`src/rtl/fft_peak_finder.sv`:
```
// ---------------------------------------------------------------------------
// fft_peak_finder
//
// Scans the magnitude bins of the FFT sample memory through its read port
// and reports the strongest component (bin index and magnitude). Started by
// a single-cycle start pulse; busy covers the whole scan and done pulses for
// one cycle when the result registers are updated.
//
// Scan timeline, with the accepted start in cycle 0:
//   cycles 1 .. N_BINS-MIN_BIN   SCAN   (rd_en=1, addr = MIN_BIN .. N_BINS-1)
//   cycle  N_BINS-MIN_BIN+1      DRAIN  (last read sample is compared)
//   cycle  N_BINS-MIN_BIN+2      DONE   (done=1, results visible)
//
// Optional feature (compile-time macro):
//   PEAK_NEIGHBORS_EN  adds nb_left / nb_right, the magnitudes of the bins
//                      either side of the reported peak.
//
// Ports:
//   clk         system clock, rising edge
//   rst         asynchronous active-high reset
//   start       single-cycle scan request (honoured only in IDLE)
//   thresh      minimum magnitude for a valid peak, sampled on start
//   rd_en       memory read enable, high while addresses are issued
//   addr        memory read address
//   data_in     memory read data, valid one cycle after addr/rd_en
//   busy        high from the cycle after start until done inclusive
//   done        one-cycle pulse when results are updated
//   peak_bin    index of the strongest bin (lowest index wins ties)
//   peak_mag    magnitude at peak_bin
//   peak_valid  peak_mag >= thresh latched at start
//   nb_left     magnitude of bin peak_bin-1 (0 if peak is MIN_BIN)
//   nb_right    magnitude of bin peak_bin+1 (0 if peak is N_BINS-1)
// ---------------------------------------------------------------------------
module fft_peak_finder #(
  parameter int ADDR_W  = 11,
  parameter int DATA_W  = 10,
  parameter int N_BINS  = 1024,
  parameter int MIN_BIN = 1
) (
  input  logic              clk,
  input  logic              rst,
  input  logic              start,
  input  logic [DATA_W-1:0] thresh,
  output logic              rd_en,
  output logic [ADDR_W-1:0] addr,
  input  logic [DATA_W-1:0] data_in,
  output logic              busy,
  output logic              done,
  output logic [ADDR_W-1:0] peak_bin,
  output logic [DATA_W-1:0] peak_mag,
  output logic              peak_valid
`ifdef PEAK_NEIGHBORS_EN
  ,
  output logic [DATA_W-1:0] nb_left,
  output logic [DATA_W-1:0] nb_right
`endif
);

  localparam logic [1:0] S_IDLE  = 2'd0;
  localparam logic [1:0] S_SCAN  = 2'd1;
  localparam logic [1:0] S_DRAIN = 2'd2;
  localparam logic [1:0] S_DONE  = 2'd3;

  localparam logic [ADDR_W-1:0] FIRST_BIN = ADDR_W'(MIN_BIN);
  localparam logic [ADDR_W-1:0] LAST_BIN  = ADDR_W'(N_BINS - 1);

  logic [1:0]        state;
  logic [DATA_W-1:0] thresh_q;

  // Tag travelling alongside the read data: which address the current
  // data_in belongs to, and whether it is a real sample at all.
  logic              rd_en_d;
  logic [ADDR_W-1:0] addr_d;

  // Running maximum for the scan in progress.
  logic [DATA_W-1:0] max_mag;
  logic [ADDR_W-1:0] max_bin;
  logic [DATA_W-1:0] max_mag_nxt;
  logic [ADDR_W-1:0] max_bin_nxt;
  logic              upd;

  wire start_ok = (state == S_IDLE) && start;

  assign rd_en = (state == S_SCAN);
  assign busy  = (state != S_IDLE);
  assign done  = (state == S_DONE);

  // -------------------------------------------------------------------------
  // Sequencer: address generation and state
  // -------------------------------------------------------------------------
  // NOTE: sequential state uses non-blocking assignments so every register
  // samples the pre-edge value of every other register, independent of the
  // order of statements or blocks.
  always_ff @(posedge clk or posedge rst) begin
    if (rst) begin
      state    <= S_IDLE;
      addr     <= '0;
      thresh_q <= '0;
    end else begin
      case (state)
        S_IDLE: begin
          if (start) begin
            state    <= S_SCAN;
            addr     <= FIRST_BIN;
            thresh_q <= thresh;
          end
        end
        S_SCAN: begin
          // Stop on the last bin and hold it; the address never wraps.
          if (addr == LAST_BIN) begin
            state <= S_DRAIN;
          end else begin
            addr <= addr + ADDR_W'(1);
          end
        end
        S_DRAIN: state <= S_DONE;
        default: state <= S_IDLE;
      endcase
    end
  end

  // -------------------------------------------------------------------------
  // Read-data tag pipeline (matches the one-cycle memory latency)
  // -------------------------------------------------------------------------
  always_ff @(posedge clk or posedge rst) begin
    if (rst) begin
      rd_en_d <= 1'b0;
      addr_d  <= '0;
    end else begin
      rd_en_d <= rd_en;
      addr_d  <= addr;
    end
  end

  // -------------------------------------------------------------------------
  // Compare stage. Strict greater-than so that ties keep the lowest bin.
  // The next-value terms are also what the result registers load in DRAIN,
  // so the final sample is included without an extra cycle.
  // -------------------------------------------------------------------------
  // NOTE: every signal written in always_comb gets a default first, so no
  // path can leave it unassigned and infer a latch.
  always_comb begin
    upd         = 1'b0;
    max_mag_nxt = max_mag;
    max_bin_nxt = max_bin;
    if (rd_en_d && (data_in > max_mag)) begin
      upd         = 1'b1;
      max_mag_nxt = data_in;
      max_bin_nxt = addr_d;
    end
  end

  always_ff @(posedge clk or posedge rst) begin
    if (rst) begin
      max_mag <= '0;
      max_bin <= '0;
    end else if (start_ok) begin
      max_mag <= '0;
      max_bin <= FIRST_BIN;
    end else begin
      max_mag <= max_mag_nxt;
      max_bin <= max_bin_nxt;
    end
  end

`ifdef PEAK_NEIGHBORS_EN
  // -------------------------------------------------------------------------
  // Neighbour capture. prev_mag is the sample one bin below the one being
  // compared. A new max takes prev_mag as its left neighbour and arms a
  // capture of the next sample as its right neighbour; a new max on that
  // very next sample re-arms for its own right neighbour instead.
  // -------------------------------------------------------------------------
  logic [DATA_W-1:0] prev_mag;
  logic [DATA_W-1:0] left_q;
  logic [DATA_W-1:0] right_q;
  logic              right_arm;
  logic [DATA_W-1:0] left_nxt;
  logic [DATA_W-1:0] right_nxt;
  logic              right_arm_nxt;

  always_comb begin
    left_nxt      = left_q;
    right_nxt     = right_q;
    right_arm_nxt = right_arm;
    if (upd) begin
      left_nxt      = (addr_d == FIRST_BIN) ? '0 : prev_mag;
      right_nxt     = '0;
      // The last bin has no right neighbour, so nothing to wait for.
      right_arm_nxt = (addr_d != LAST_BIN);
    end else if (rd_en_d && right_arm) begin
      right_nxt     = data_in;
      right_arm_nxt = 1'b0;
    end
  end

  always_ff @(posedge clk or posedge rst) begin
    if (rst) begin
      prev_mag  <= '0;
      left_q    <= '0;
      right_q   <= '0;
      right_arm <= 1'b0;
    end else if (start_ok) begin
      prev_mag  <= '0;
      left_q    <= '0;
      right_q   <= '0;
      right_arm <= 1'b0;
    end else begin
      if (rd_en_d) begin
        prev_mag <= data_in;
      end
      left_q    <= left_nxt;
      right_q   <= right_nxt;
      right_arm <= right_arm_nxt;
    end
  end
`endif

  // -------------------------------------------------------------------------
  // Result registers: loaded on the DRAIN -> DONE edge so they are valid in
  // the done cycle, and held untouched through any following scan.
  // -------------------------------------------------------------------------
  always_ff @(posedge clk or posedge rst) begin
    if (rst) begin
      peak_bin   <= '0;
      peak_mag   <= '0;
      peak_valid <= 1'b0;
`ifdef PEAK_NEIGHBORS_EN
      nb_left    <= '0;
      nb_right   <= '0;
`endif
    end else if (state == S_DRAIN) begin
      peak_bin   <= max_bin_nxt;
      peak_mag   <= max_mag_nxt;
      peak_valid <= (max_mag_nxt >= thresh_q);
`ifdef PEAK_NEIGHBORS_EN
      nb_left    <= left_nxt;
      nb_right   <= right_nxt;
`endif
    end
  end

endmodule
```
`config.mk`:
```
export PLATFORM = sky130hd
export DESIGN_NAME = fft_peak_finder
export DESIGN_NICKNAME = d
export VERILOG_FILES = /design/src/rtl/fft_peak_finder.sv
export SDC_FILE = /design/constraint.sdc
export NUM_CORES = 1
export LEC_CHECK = 0
export BUFFER_PORTS_ARGS = -buffer_cell sky130_fd_sc_hd__buf_2
export CAP_MARGIN = 25
export CORE_AREA = 4 4 98 100
export DETAILED_ROUTE_END_ITERATION = 10
export DIE_AREA = 0 0 102 104
export PLACE_DENSITY = 0.72
export REMOVE_ABC_BUFFERS = 1
export SLEW_MARGIN = 20
export SYNTH_ARGS = -nofsm -noshare
export SYNTH_HDL_FRONTEND = slang
export SYNTH_SLANG_ARGS = --single-unit
```
`constraint.sdc`:
```
create_clock -name clk -period 8.9 [get_ports clk]
set_input_delay 0.445 -clock clk [delete_from_list [all_inputs] [get_ports clk]]
set_output_delay 0.445 -clock clk [all_outputs]
set_load 0.01 [all_outputs]
```
* Word level (Yosys, flattened, before mapping)
Cells that the tools add are included.
** Word-level totals
- Register bits :: 78
- Logic and storage cells :: 38
- Bits of input ports :: 23
** Cells by class
- Add/subtract/negate cells :: 1
- Multiplexer cells :: 10
- Order comparisons :: 2
- Equal/unequal tests :: 7
- Reduce and logical (&&, ||, !) cells :: 8
** Operator list (count)
- $mux W11 :: 4
- $pmux W11 S2 :: 1
- $mux W10 :: 2
- $add A11 B1 Y11 const B :: 1
- $eq A11 B10 Y1 const B :: 1
- $ge A10 B10 Y1 :: 1
- $gt A10 B10 Y1 :: 1
- $pmux W2 S3 :: 1
- $eq A2 B2 Y1 const B :: 2
- $mux W2 :: 2
- $ne A2 B2 Y1 const B :: 2
- $reduce_and A2 Y1 :: 2
- $reduce_bool A2 Y1 :: 2
- $reduce_and A3 Y1 :: 1
- $eq A2 B1 Y1 const B :: 1
- $logic_and A1 B1 Y1 :: 2
- $logic_not A2 Y1 :: 1
- $ne A2 B1 Y1 const B :: 1

* Longest topological paths before layout
Gate-level depths: netlist of run 1.
- Word-level depth :: 4
- Mapped depth :: 15
- Mapped depth without buffers :: 13

* Worst setup path after synthesis of run 1
No wires, ideal clock.
- Kind :: input -> register
- From :: input data_in[7]
- To :: register peak_valid
- Data required time :: 8.776 ns
- Stages :: 14
- Arrival :: 2.865 ns
- Library setup time :: 0.124 ns
- Path slack :: 5.911 ns
- Path buffers :: 2
- Cell sequence :: ha_1 -> a211oi_1 -> nor2_1 -> a2111o_1 -> buf_2 -> buf_2 -> nand3_1 -> nand2_1 -> ha_1 -> a21o_1 -> a21oi_1 -> o21ai_0 -> a211oi_1 -> nor2_1
** On the way
- Longest elaborated chain between the ends :: 4
** Ends and longest elaborated chain
- start, declared :: line 46 : input logic [DATA_W-1:0] data_in,
- $gt A10 B10 Y1 :: line 146 : if (rd_en_d && (data_in > max_mag)) begin
- $logic_and A1 B1 Y1 :: line 146
- $mux W10 :: line 146
- named net max_mag_nxt[4] :: line 78 : logic [DATA_W-1:0] max_mag_nxt;
- $ge A10 B10 Y1 :: line 234 : peak_valid <= (max_mag_nxt >= thresh_q);
- end signal, assigned :: line 234
- end, declared :: line 51 : output logic peak_valid
The timed path passes the listed nets, and every way through them passes these cells.
A chain may end at the register's enable or synchronous reset.

* Worst setup path in the final report of run 1
- From :: register max_mag[5]
- To :: register peak_valid
** On the way
- Longest elaborated chain between the ends :: 4
** Ends and longest elaborated chain
- start, declared :: line 76 : logic [DATA_W-1:0] max_mag;
- start signal, assigned :: line 161 : max_mag <= max_mag_nxt;
- $gt A10 B10 Y1 :: line 146
- $logic_and A1 B1 Y1 :: line 146
- $mux W10 :: line 146
- named net max_mag_nxt[4] :: line 78
- $ge A10 B10 Y1 :: line 234
The timed path passes the listed nets, and every way through them passes these cells.

==> key figures, run 1 <==
Timing
  • RSZ-0062 raised after global routing: no
  • Setup TNS: 0 ns
  • Slew headroom: 0.361
  • Hold_ws: 0.131 ns
  • # setup viols final: 0
  • Final Skew: 0.00822 ns
  • Fin crit share: 0.402
  • Final Max Tran Viols: 0
  • Fin crit period: 3.58 ns
  • Final WS setup: 5.32 ns
  • FMAX: 279 MHz
  • Slew @ Worst Pin: 0.958 ns
  • Fin. Hold Viols: 0

Power
  • Peak supply drop: 0.000118 V
  • Gate power share: 0.269
  • NetSw: 317 uW
  • Int Pwr: 656 uW
  • Flop pwr share: 0.430
  • Leak: 0.00234 uW
  • Sw Ratio: 0.326
  • PwrDens: 217 nW/um2
  • Clock power share: 0.301

Floorplan
  • Core Area: 8680 um2
  • Die Ht: 104 um
  • Die width: 102 um
  • I/O Pins: 59
  • Initial Utilization: 0.443
  • Die area: 10600 um2
  • Std cell rows: 34

Global route
  • Pin count of the biggest net entering global routing: 79
  • Met2 global-route usage: 0.266
  • Total track usage: 0.171
  • Global route overflow: 0
  • GRT met3 Usage: 0.0295
  • Busiest grt layer: met2
  • Vias in the first global route: 3018
  • Grt met1 use: 0.240
  • Initial antenna violation count: 0
  • First-pass GRT wire length: 14.7 mm

Final layout
  • Final core occ: 0.516
  • ANT cells: 0
  • NumNets Final: 486
  • Fill cells: 797
  • Ratio of cells with drive above 1 in the final layout: 0.192
  • Register area: 1950 um2
  • Layout area overhead: 16.6%
  • Area of the multi-input gates: 1710 um2

Hold path
  • Min-Delay Path Class: input pin to asynchronous set/reset pin

Synthesis
  • Seq cells post-synth: 78
  • Yosys top cell by area: dfrtp_1
  • Synthesis Warnings: 0
  • Register area share after synthesis: 0.508
  • Synth top cells by count: dfrtp_1 (78), o21ai_0 (35), nand3_1 (30)
  • Synth area leaders: dfrtp_1 (51%), ha_1 (8.1%), a221o_1 (5.5%)
  • Yosys top cell area share: 0.508
  • Count of cell types in the netlist: 39
  • Syn_area_per_cell: 10.0 um2
  • Most common cell in the synthesized netlist: dfrtp_1
  • Syn Std Cell Area: 3840 um2
  • Post-synth ARST share: 1.00
  • Main flop type after synthesis: dfrtp_1
  • Synthesized instance count: 384
  • Number of flops mapped to enable cells by yosys: 0

Critical path
  • Critical Path Sink Type: flip-flop
  • CP arrival: 3.81 ns
  • Crit path buffers/inverters: 2
  • Worst Setup SP: max_mag[5]
  • Crit path kind: flip-flop to flip-flop
  • Startpoint types: flip-flop
  • Crit path largest cell delay: 0.85 ns
  • CP max stage cell: a2111oi_2
  • Critical-path maximum fanout: 13
  • WP data required: 9.13 ns
  • CP Cell Sequence: inv_1 -> ha_1 -> a21oi_1 -> o21ai_1 -> a2111oi_2 -> buf_4 -> o21ai_0 -> nand2_1 -> ha_1 -> a21o_1 -> a21oi_1 -> o21ai_0 -> a211oi_1 -> nor2_1
  • Top delay family on crit path: compound AO/OA/AOI/OAI gates
  • Worst R2R Start: max_mag[5]

Place
  • Detailed placer's ending HPWL: 6.03 mm
  • Dpl ws: 5.22 ns
  • IO Port Bufs: 58
  • Final Wtd Congestion: 0.817

Status
  • Status: complete, no violations

Clocking
  • CTS tree: done
  • CTS Sinks: 78
  • CTS H-tree lvls: 3
  • Clk pin slew, worst setup/hold paths: 0.08 ns
  • CTS Buf Count: 9
  • Hold_buf cts: 0
  • Setup bufs post-CTS: 0
  • Clock Path Buffers: 2
  • CTS resizes: 0
  • Root buf cell: clkbuf_8
  • Clock latency on the worst-skew pair: 0.34 ns

Routing
  • DR DRC count: 0
  • Number of vias per cell: 5.66
  • Post-DRT Antenna Nets: 0
  • Routed Wire Length: 8.91 mm
  • Via count: 3121
  • Starting DRC count in detailed routing: 151
  • DR pass1 iterations: 5
  • DR WL/cell: 16.2 um

Flow run
  • Max cap viols: 0
routing by layer:
layer	part of all wire	vias to the layer above
li1	-	1501
met1	0.46	1520
met2	0.47	87
met3	0.046	13
met4	0.017	0
met5	0	-
cell families (layout without fill, tap and decap cells):
logic type,count (synthesis),count (layout),synth area share
buffers and inverters,49,108,0.0501
AO/OA/AOI/OAI,100,100,0.172
adder cells (fa/ha/maj),25,25,0.0814
flip-flops,78,78,0.508
XOR/XNOR,6,6,0.0137
multiplexers,4,4,0.0111
AND/OR/NAND/NOR,122,122,0.164
layout by cell type, fill, tap and decap left out, drive strengths merged, types with 5 or more instances in the layout:
cell type	instances
nand2	29
nand4	8
xor2	6
a221o	21
inv	27
clkbuf	10
buf	65
a21oi	26
nor2	14
nand3	30
o21ai	36
dfrtp	78
a211oi	6
nand2b	5
ha	25
and3	23
flip-flops by register name (all words and copies together) (netlist names):
signal / flops
addr: 11
addr_d: 11
max_bin: 11
max_mag: 10
peak_bin: 11
peak_mag: 10
peak_valid: 1
rd_en_d: 1
state: 2
thresh_q: 10
per-stage QoR:
stage | instances | instance area [um2] | power, uW
final | 551 | 4480 | 973
after global routing | 551 | 4480 | 1040
after CTS | 550 | 4450 | 976
after detailed placement | 534 | 4230 | 681
after global placement | 534 | 4230 | 669
after floorplan | 362 | 3750 | 598
worst reg2reg max path: stages (launching register included):
cell and delay (ns):
dfrtp_1 0.38, inv_1 0.06, ha_1 0.31, a21oi_1 0.17
o21ai_1 0.13, a2111oi_2 0.85, buf_4 0.32, o21ai_0 0.12
nand2_1 0.11, ha_1 0.24, a21o_1 0.18, a21oi_1 0.12
o21ai_0 0.14, a211oi_1 0.26, nor2_1 0.08
power by group through the flow:
stage                     sequential [uW]  combinational, uW  clock, uW
final                                 419                261        293
after global routing                  423                299        314
after CTS                             418                259        298
after detailed placement              425                256          0
after global placement                424                245          0
after floorplan                       415                183          0
worst paths after layout:
path	end	slack (ns)	cells after the start
max in group asynchronous	peak_bin[3]	8.19	4
worst min register to register	addr_d[6]	0.45	0
worst min-delay path	peak_valid	0.13	3
min in group clk	thresh_q[7]	0.30	3
worst max-delay path	peak_valid	5.32	14
worst max register to register	peak_valid	5.32	14
cell type report:
type / instances / area share
clock buffers: 10 / 0.0307
clock inverters: 6 / 0.0190
inverters: 27 / 0.0226
multi-input cells: 257 / 0.381
flip-flops and latches: 78 / 0.436
well taps: 108 / 0.0302
repair buffers: 65 / 0.0810
Note: power is estimated with default switching activity, not from simulation.
==> run 2: changes to the inputs <==
Clock period 8.9 ns to 3.5 ns, I/O delays scaled along.
==> run 2 against run 1 <==
Critical path depth unchanged. Clock skew rose by 0.0037 ns. Sequential cell count unchanged. Non-clock buffer count increased by 8.
==> key figures, run 2 (synthesis gave the netlist of run 1 again) <==
Status
  • Status: complete, no violations (unchanged)

Global route
  • Vias in the first global route: 3055 (was 3018)
  • Pin count of the biggest net entering global routing: 45 (was 79)
  • First-pass GRT wire length: 15.5 mm (was 14.7 mm)
  • Global route overflow: 0 (unchanged)
  • Initial antenna violation count: 0 (unchanged)
  • Total track usage: 0.182 (was 0.171)

Power
  • Gate power share: 0.284 (was 0.269)
  • Sw Ratio: 0.335 (was 0.326)
  • Leak: 0.00236 uW (was 0.00234 uW)
  • Peak supply drop: 0.000185 V (was 0.000118 V)
  • Clock power share: 0.276 (was 0.301)
  • NetSw: 806 uW (was 317 uW)
  • Flop pwr share: 0.440 (was 0.430)
  • Pwr Total: 2410 uW (was 973 uW)
  • Int Pwr: 1600 uW (was 656 uW)
  • PwrDens: 535 nW/um2 (was 217 nW/um2)

Routing
  • DR WL/cell: 16.3 um (was 16.2 um)
  • Number of vias per cell: 5.60 (was 5.66)
  • Routed Wire Length: 9.12 mm (was 8.91 mm)
  • Post-DRT Antenna Nets: 0 (unchanged)
  • DR DRC count: 0 (unchanged)
  • Starting DRC count in detailed routing: 188 (was 151)
  • DR pass1 iterations: 5 (unchanged)
  • Via count: 3123 (was 3121)

Clocking
  • CTS Buf Count: 9 (unchanged)
  • CTS H-tree lvls: 3 (unchanged)
  • Root buf cell: clkbuf_8 (unchanged)
  • Setup bufs post-CTS: 0 (unchanged)
  • Clock Path Buffers: 2 (unchanged)
  • Clk pin slew, worst setup/hold paths: 0.08 ns (about the same)
  • Clock latency on the worst-skew pair: 0.35 ns (was 0.34 ns)
  • CTS Sinks: 78 (unchanged)
  • CTS tree: done (unchanged)

Final layout
  • Ratio of cells with drive above 1 in the final layout: 0.202 (was 0.192)
  • Final core occ: 0.519 (was 0.516)
  • NumNets Final: 494 (was 486)
  • Most common cell after layout, fill and taps aside: dfrtp_1 (unchanged)
  • Fill cells: 809 (was 797)
  • Final Instance Area: 4500 um2 (was 4480 um2)
  • Layout area overhead: 17.2% (was 16.6%)
  • ANT cells: 0 (unchanged)
  • Most frequent cells in the layout: dfrtp_1 (78), buf_2 (58), o21ai_0 (35) (unchanged)

Critical path
  • WP data required: 3.74 ns (was 9.13 ns)
  • Startpoint types: flip-flop (unchanged)
  • Top delay family on crit path: compound AO/OA/AOI/OAI gates (unchanged)
  • CP max stage cell: a2111oi_2 (unchanged)
  • Critical-path maximum fanout: 18 (was 13)
  • Crit path buffers/inverters: 2 (unchanged)
  • Critical Path Sink Type: flip-flop (unchanged)
  • CP Cell Sequence: inv_1 -> ha_1 -> a21oi_1 -> o21ai_1 -> a2111oi_2 -> buf_4 -> o21ai_0 -> nand2_1 -> ha_1 -> a21o_1 -> a21oi_1 -> o21ai_0 -> a211oi_1 -> nor2_1 (unchanged)
  • CP arrival: 3.44 ns (was 3.81 ns)
  • Crit path kind: flip-flop to flip-flop (unchanged)
  • Crit path largest cell delay: 0.49 ns (was 0.85 ns)

Timing
  • Fin crit share: 0.914 (was 0.402)
  • Setup TNS: 0 ns (unchanged)
  • Fin crit period: 3.20 ns (was 3.58 ns)
  • Slew @ Worst Pin: 0.779 ns (was 0.958 ns)
  • Final Skew: 0.0119 ns (was 0.00822 ns)
  • # setup viols final: 0 (unchanged)
  • Final Max Tran Viols: 0 (unchanged)
  • FMAX: 313 MHz (was 279 MHz)
  • RSZ-0062 raised after global routing: no (unchanged)
  • Fin. Hold Viols: 0 (unchanged)
  • Slew headroom: 0.480 (was 0.361)
  • Hold_ws: 0.0190 ns (was 0.131 ns)

Floorplan
  • I/O Pins: 59 (unchanged)
  • Die width: 102 um (unchanged)
  • Std cell rows: 34 (unchanged)
  • Die area: 10600 um2 (unchanged)
  • Core Area: 8680 um2 (unchanged)
  • Initial Utilization: 0.443 (unchanged)
  • Die Ht: 104 um (unchanged)

Flow run
  • Max cap viols: 0 (unchanged)

Place
  • Detailed placer's ending HPWL: 6.36 mm (was 6.03 mm)
  • Final Wtd Congestion: 0.873 (was 0.817)
  • Post-DP Area: 4280 um2 (was 4230 um2)
  • IO Port Bufs: 58 (unchanged)

Hold path
  • Min-Delay Path Class: input pin to flip-flop (was input pin to asynchronous set/reset pin)
-- run 2: cell count changes in the layout (fill, tap and decap cells not counted), sizes merged --
cell and delta:
buf +7, bufinv -1, clkbuf +1, clkinvlp -1
dlygate4sd3 +1
-- run 2: final cells by class --
cell class	instances	area, um2	share of cell area
Inverter	27	101	0.0225
Clock inverter	4	47.5	0.0106
Multi-Input combinational cell	257	1710	0.379
Clock buffer	11	141	0.0314
Tap cell	108	135	0.0300
Timing Repair Buffer	73	418	0.0928
Sequential cell	78	1950	0.434
-- run 2: routing by layer --
layer / up-vias / track usage / wire [um]
li1: 1514 / - / -
met1: 1527 / 0.267 / 4190
met2: 71 / 0.273 / 4410
met3: 11 / 0.0322 / 378
met4: 0 / 0.0572 / 139
met5: - / 0 / 0
-- run 2: metrics by stage --
| step | setup slack (ns) | std cells |
|---|---|---|
| 2_1_floorplan | -0.430 | 362 |
| 3_3_place_gp | 0.331 | 541 |
| 3_5_place_dp | 0.302 | 541 |
| 4_1_cts | 0.275 | 556 |
| 5_1_grt | 0.0114 | 558 |
| 6_report | 0.301 | 558 |
-- run 2: worst paths after layout --
check / slack [ns] / depth (start not counted) / startpoint / end
worst max-delay path: 0.30 / 14 / max_mag[5] / peak_valid
worst min-delay path: 0.02 / 3 / thresh[4] / thresh_q[4]
worst max register to register: 0.30 / 14 / max_mag[5] / peak_valid
worst min register to register: 0.45 / 0 / addr[6] / addr_d[6]
max in group asynchronous: 2.46 / 5 / rst / max_bin[8]
min in group asynchronous: 0.30 / 3 / rst / peak_valid
-- run 2: repair_timing --
action | CTS | global route
endpoints found under the setup margin | 0 | 1
hold buffers | 0 | 1
hold endpoints to repair | 0 | 9
gates resized for setup | 0 | 2
-- run 2: power by group through the flow --
stage	logic (uW)	clock network, uW	registers [uW]
finish	683	665	1060
global route	791	726	1070
CTS	677	679	1060
detailed placement	671	0	1080
global placement	638	0	1070
floorplan	465	0	1060
-- run 2: worst register-to-register path: stages, from the launching register on --
cell	delay, ns
dfrtp_1	0.37
inv_1	0.05
ha_1	0.31
a21oi_1	0.16
o21ai_1	0.13
a2111oi_2	0.49
buf_4	0.30
o21ai_0	0.15
nand2_1	0.10
ha_1	0.23
a21o_1	0.18
a21oi_1	0.13
o21ai_0	0.15
a211oi_1	0.27
nor2_1	0.08
